$ cat src/rtl/instr_mem_loader.sv
// Instruction memory loader: packs a valid/ready byte stream into big-endian
// 32-bit words and issues one word-aligned write per word into instruction memory.
module instr_mem_loader #(
    parameter int          INSTR_WIDTH   = 32,
    parameter int          ADDRESS_WIDTH = 32,
    parameter int          MEM_DEPTH     = 100,
    parameter int unsigned BASE_ADDRESS  = 0,
    parameter int          COUNT_WIDTH   = 16
) (
    input  logic                     CLK,
    input  logic                     RST,
    input  logic                     InStart,
    input  logic [COUNT_WIDTH-1:0]   InWordCount,
    input  logic                     InByteValid,
    input  logic [7:0]               InByte,
    output logic                     OutByteReady,
    output logic                     OutWrEn,
    output logic [ADDRESS_WIDTH-1:0] OutWrAddress,
    output logic [INSTR_WIDTH-1:0]   OutWrData,
    output logic                     OutBusy,
    output logic                     OutDone,
    output logic                     OutError
);

    localparam logic [ADDRESS_WIDTH-1:0] BASE  = ADDRESS_WIDTH'(BASE_ADDRESS);
    localparam logic [ADDRESS_WIDTH-1:0] DEPTH = ADDRESS_WIDTH'(MEM_DEPTH);

    typedef enum logic [1:0] {
        IDLE  = 2'd0,
        RECV  = 2'd1,
        WRITE = 2'd2,
        DONE  = 2'd3
    } state_t;

    state_t                   state, state_nxt;
    logic [ADDRESS_WIDTH-1:0] addr;
    logic [COUNT_WIDTH-1:0]   count;
    logic [1:0]               byte_idx;
    logic [INSTR_WIDTH-1:0]   shift;
    logic                     err;
    logic                     take;
    logic                     in_range;
    logic [ADDRESS_WIDTH-1:0] word_idx;

    assign take     = (state == RECV) && InByteValid;
    assign word_idx = (addr - BASE) >> 2;
    assign in_range = word_idx < DEPTH;

    // State register
    always_ff @(posedge CLK or negedge RST) begin
        if (!RST) begin
            state <= IDLE;
        end else begin
            state <= state_nxt;
        end
    end

    // Next-state decode
    always_comb begin
        state_nxt = state;
        case (state)
            IDLE: begin
                if (InStart) begin
                    state_nxt = (InWordCount == '0) ? DONE : RECV;
                end
            end
            RECV: begin
                if (take && (byte_idx == 2'd3)) begin
                    state_nxt = WRITE;
                end
            end
            WRITE: begin
                if (!in_range || (count == COUNT_WIDTH'(1))) begin
                    state_nxt = DONE;
                end else begin
                    state_nxt = RECV;
                end
            end
            DONE: begin
                state_nxt = IDLE;
            end
            default: begin
                state_nxt = IDLE;
            end
        endcase
    end

    // Datapath: word count, address, byte packing and sticky error flag
    always_ff @(posedge CLK or negedge RST) begin
        if (!RST) begin
            addr     <= '0;
            count    <= '0;
            byte_idx <= '0;
            shift    <= '0;
            err      <= 1'b0;
        end else begin
            case (state)
                IDLE: begin
                    if (InStart) begin
                        err <= 1'b0;
                        if (InWordCount != '0) begin
                            count    <= InWordCount;
                            addr     <= BASE;
                            byte_idx <= '0;
                        end
                    end
                end
                RECV: begin
                    if (take) begin
                        shift    <= {shift[INSTR_WIDTH-9:0], InByte};
                        byte_idx <= byte_idx + 2'd1;
                    end
                end
                WRITE: begin
                    addr     <= addr + ADDRESS_WIDTH'(4);
                    count    <= count - COUNT_WIDTH'(1);
                    byte_idx <= '0;
                    if (!in_range) begin
                        err <= 1'b1;
                    end
                end
                default: begin
                end
            endcase
        end
    end

    // Outputs decoded from registered state and datapath
    always_comb begin
        OutByteReady = 1'b0;
        OutWrEn      = 1'b0;
        OutBusy      = 1'b0;
        OutDone      = 1'b0;
        case (state)
            RECV: begin
                OutByteReady = 1'b1;
                OutBusy      = 1'b1;
            end
            WRITE: begin
                OutBusy = 1'b1;
                OutWrEn = in_range;
            end
            DONE: begin
                OutDone = 1'b1;
            end
            default: begin
            end
        endcase
    end

    assign OutWrAddress = addr;
    assign OutWrData    = shift;
    assign OutError     = err;

endmodule
$ cat config.mk
export PLATFORM = sky130hd
export DESIGN_NAME = instr_mem_loader
export DESIGN_NICKNAME = d
export VERILOG_FILES = /design/src/rtl/instr_mem_loader.sv
export SDC_FILE = /design/constraint.sdc
export NUM_CORES = 1
export LEC_CHECK = 0
export CAP_MARGIN = 10
export CORE_ASPECT_RATIO = 1.2
export CORE_MARGIN = 3
export CORE_UTILIZATION = 25
export CTS_BUF_LIST = sky130_fd_sc_hd__clkbuf_8
export CTS_CLUSTER_SIZE = 12
export DETAILED_ROUTE_END_ITERATION = 10
export GPL_TIMING_DRIVEN = 0
export PLACE_DENSITY = 0.43
export SYNTH_ARGS = -nofsm -noshare
export SYNTH_HDL_FRONTEND = slang
export SYNTH_SLANG_ARGS = --single-unit
$ cat constraint.sdc
create_clock -name CLK -period 3.15 [get_ports CLK]
set_input_delay 0.945 -clock CLK [delete_from_list [all_inputs] [get_ports CLK]]
set_output_delay 0.945 -clock CLK [all_outputs]
set_load 0.1 [all_outputs]
# Word level (Yosys, flattened, before mapping)

Cells that the tools add are included.

Add/sub/neg operators: 3
Equal/unequal tests: 10
Order comparisons: 1
Multiplexer cells: 22
Reduce and logical (&&, ||, !) cells: 15

Operators by type and width:

| cell                                                                  | count |
|---|---|
| 32-bit 2-to-1 mux                                                     | 2 |
| 32-bit one-hot mux with 2 select lines                                | 1 |
| 32-bit by 3-bit adder with 32-bit output, second input constant       | 1 |
| 16-bit 2-to-1 mux                                                     | 2 |
| 16-bit one-hot mux with 2 select lines                                | 1 |
| 30-bit by 7-bit < comparator with 1-bit output, second input constant | 1 |
| 16-bit by 1-bit == test with 1-bit output, second input constant      | 1 |
| 16-bit logical NOT                                                    | 1 |
| 16-bit nonzero test                                                   | 1 |
| 16-bit by 1-bit subtractor with 16-bit output, second input constant  | 1 |
| 2-bit 2-to-1 mux                                                      | 7 |
| 2-bit != test, second input constant                                  | 4 |
| 2-bit one-hot mux with 4 select lines                                 | 1 |
| 2-bit == test, second input constant                                  | 3 |
| 1-bit 2-to-1 mux                                                      | 6 |
| 2-bit one-hot mux with 3 select lines                                 | 1 |
| 3-bit AND reduction                                                   | 2 |
| 2-bit AND reduction                                                   | 2 |
| 4-bit AND reduction                                                   | 1 |
| 3-bit nonzero test                                                    | 1 |
| 2-bit by 1-bit adder with 2-bit output, second input constant         | 1 |
| 2-bit by 1-bit == test with 1-bit output, second input constant       | 1 |
| 1-bit logical AND                                                     | 2 |
| 2-bit logical NOT                                                     | 1 |
| 6 further kinds                                                       | 6 |

Output and inout bits: 69
Bits in registers: 85
Input bits: 28

# Logic depth before layout (Yosys ltp)

Word-level depth: 5
Depth in mapped cells: 9
Mapped depth without buffers: 7

# Worst setup path before layout

OpenSTA, ideal clock, no wires.

Kind: register -> output
From: reg addr[14], in the netlist OutWrAddress[14]
To: out OutWrEn
Data required time: 2.205 ns
Cell stages (with the launch flop): 5
Path slack: -0.770 ns
Buffers on the path: 0
Data arrival time: 2.975 ns
Path through: dfrtp_1 -> or4_1 -> nor4_1 -> nand4_1 -> nor2_1

Word-level cells in the longest chain between the ends: 2

Ends and longest elaborated chain:

| element                                        | RTL line | source |
|---|---|---|
| from (decl)                                    | 36       | `logic [ADDRESS_WIDTH-1:0] addr;` |
| from (signal assigned)                         | 115      | `addr <= addr + ADDRESS_WIDTH'(4);` |
| 30-bit by 7-bit < comparator with 1-bit output | 47       | `assign in_range = word_idx < DEPTH;` |
| 1-bit 2-to-1 mux                               | 134      | `case (state)` |
| to (decl)                                      | 17       | `output logic OutWrEn,` |

Every way passes these cells.

# Worst setup path after layout

Ends and elaborated chain as after synthesis.

==> metrics.md <==
| Metric | Value |
|---|---|
| Post-Layout Cell Count | `753` |
| Number of synthesized flops with an enable pin | `0` |
| Synth Register Bits | `83` |
| Post-route design area | `0.00584 mm^2` |
| Die Area | `0.0187 mm^2` |
| Critical Path Max Stage Delay | `0.55 ns` |
| Element type at the critical path start | `flip-flop` |
| Required time of the critical path | `2.20 ns` |
| Avg Inst Size Synth | `between 10 and 15 um^2` |
| Core Area | `0.0165 mm^2` |
| Post-synthesis cell count | `between 400 and 500` |
| # DRC | `0` |
| Fin crit share | `0.996` |
| Pre-CTS setup slack | `-0.754 ns` |
| Worst setup path start | `OutWrAddress[14]` |
| Die Wd | `about 130 um` |
| Routed wire length | `13100 um` |
| Chip Height | `roughly 150 um` |
| R2R Path Start | `state[1]` |
| Share of layout cells above drive strength 1 | `0.150` |
| # rows | `51` |
| Netlist cell types | `49` |
| Placer Congestion | `0.808` |
| Hold violation count in the final report | `0` |
| Grt ovf | `0` |
| FFs w/ async S/R, synth | `1.00` |
| Via count | `3728` |
| Clk slew on worst S/H paths | `0.10 ns` |
| Total of max-cap violations | `0` |
| Hpwl dp | `9430 um` |
| Layout Nets | `574` |
| Num ports | `97` |
| Max clock buf depth | `2` |
| Final count of negative-setup-slack endpoints | `0` |
| Gr usage total | `0.141` |
| # diodes | `0` |
| Clock root buffer | `clkbuf_8` |
| Initial core utilization | `0.259` |
| Setup TNS | `0 ns` |
| Largest net degree at the start of global routing | `65` |
| Power Density | `1110 mW/mm^2` |
| Hold Crit Class | `primary input to asynchronous set/reset pin` |
| Num CTS Buffers | `9` |
| CP max-delay cell | `or4_4` |
| Wire length per cell | `approximately 17 um` |
| Register area share after synthesis | `0.487` |
| Rel. slew slack | `0.302` |
| CTS tree | `yes` |
| Hold Slack | `0.451 ns` |
| Cell area after synthesis | `0.00426 mm^2` |
| Status | `complete, no violations` |
| Initial antenna violation count | `0` |
| RSZ-0062 raised after global routing | `yes` |
| Fin Clk Skew | `approximately 0.010 ns` |
| Top_reg_cell synth | `dfrtp_1` |
| First-pass GRT wire length | `20900 um` |
| DR iter-0 viols | `174` |
| Overall Power | `6.45 mW` |
| Crit-path cells | `or4_4 -> nor4_4 -> nand4_1 -> buf_6 -> nor2_4 -> buf_12` |
| Placed cell count | `733` |
| CTS Sinks | `83` |
| Most common cell after layout, fill and taps aside | `clkdlybuf4s50_1` |
| Most frequent cells in the layout | `clkdlybuf4s50_1 (88), dfrtp_1 (79), a21oi_1 (37)` |
| Worst setup path class | `flip-flop to output port` |
| Standby leakage power | `~2.3 nW` |
| CP bufs+invs | `2` |
| Max Slew Vio Count | `0` |
| Crit end category | `output port` |
| Util after Layout | `0.355` |
| Area grow syn2layout | `37.0%` |
| Setup slack after layout | `0.0131 ns` |
| Area of placed instances | `around 0.0055 mm^2` |
| Pre-antenna DRT Iters | `5` |
| H-tree levels | `3` |
| Peak VDD IR | `0.902 mV` |
| Vias per cell | `4.95` |
| Actual slew at the worst max-slew pin | `1.04 ns` |
| Clock insertion delay at the later pin of the skew report | `between 0.3 and 0.4 ns` |
| Worst path top cell family by delay | `simple AND/OR/NAND/NOR gates` |
| Period minus WS final | `3.14 ns` |
| Vias in the first global route | `3968` |
| Yosys warning count | `0` |
| Max Freq | `319 MHz` |
| Worst Path Max Fanout | `5` |
| Antenna Violating Nets Remaining | `0` |
| CP arrival | `2.19 ns` |
| CTS Hold Bufs | `0` |
| IO Port Bufs | `94` |
layout make-up:
| type | instances | area [um^2] |
|---|---|---|
| plain buffers | 21 | 98.8 |
| clock buffers | 10 | 138 |
| clock inverters | 6 | 72.6 |
| fillers | 1721 | 10600 |
| inverters | 16 | 60.1 |
| multi-input cells | 304 | 2090 |
| flip-flops and latches | 83 | 2080 |
| well taps | 212 | 265 |
| repair buffers | 101 | 1030 |
cell usage after synthesis, types with 3 or more instances:
cell	instances	area, um^2
a2111oi_0	6	52.6
a211oi_1	8	60.1
a21o_1	3	22.5
a21oi_1	37	185
a22oi_1	3	22.5
a2bb2oi_1	4	35.0
and3_1	5	31.3
and4_1	4	35.0
buf_1	3	11.3
clkbuf_1	15	56.3
dfrtp_1	83	2080
ha_1	10	125
inv_1	16	60.1
mux2_2	32	360
nand2_1	30	113
nand2b_1	3	18.8
nand3_1	17	85.1
nand4_1	4	25.0
nor2_1	28	105
nor3_1	8	40.0
nor4_1	11	68.8
o21ai_0	23	115
o22ai_1	7	43.8
o2bb2ai_1	3	26.3
o31ai_1	5	37.5
or3_1	6	37.5
or4_1	8	60.1
xnor2_1	14	123
report_power, final:
group          internal (mW)  switching (mW)  total, mW  leakage, nW
Sequential              1.42           0.309       1.73         1.05
Clock                  0.397           0.437      0.834        0.103
Combinational           1.02            2.87       3.89         1.16
per-layer routing:
layer | GRT usage | wire, um | up-vias
li1 | - | - | 1797
met1 | 0.178 | 5860 | 1810
met2 | 0.231 | 6230 | 107
met3 | 0.0380 | 779 | 14
met4 | 0.0510 | 177 | 0
met5 | 0 | 0 | -
worst paths after layout:
kind,end,slack [ns],cells after the start
min,OutWrAddress[25],0.45,1
max reg2reg,OutWrAddress[28],0.19,9
max,OutWrEn,0.01,6
min in group CLK,byte_idx[1],0.50,1
max in group asynchronous,OutWrData[31],2.06,2
min reg2reg,byte_idx[1],0.50,1
sequential cells by signal (all words and copies together) (netlist names):
name          flops
OutError          1
OutWrAddress     30
OutWrData        32
count            16
state             2
byte_idx          2
logic make-up after synthesis:
family                   synth area share
adder cells (fa/ha/maj)            0.0294
buffers and inverters              0.0370
flip-flops                          0.487
XOR/XNOR                           0.0288
AND/OR/NAND/NOR                     0.161
AO/OA/AOI/OAI                       0.169
other                            0.000880
multiplexers                       0.0869
repair_timing:
item / in CTS / in global routing
resized for setup: 18 / 17
buffers inserted: 2 / 4
setup endpoints to repair: 46 / 39
pin swaps: 1 / 5
Power figures use the tool's default switching activity.
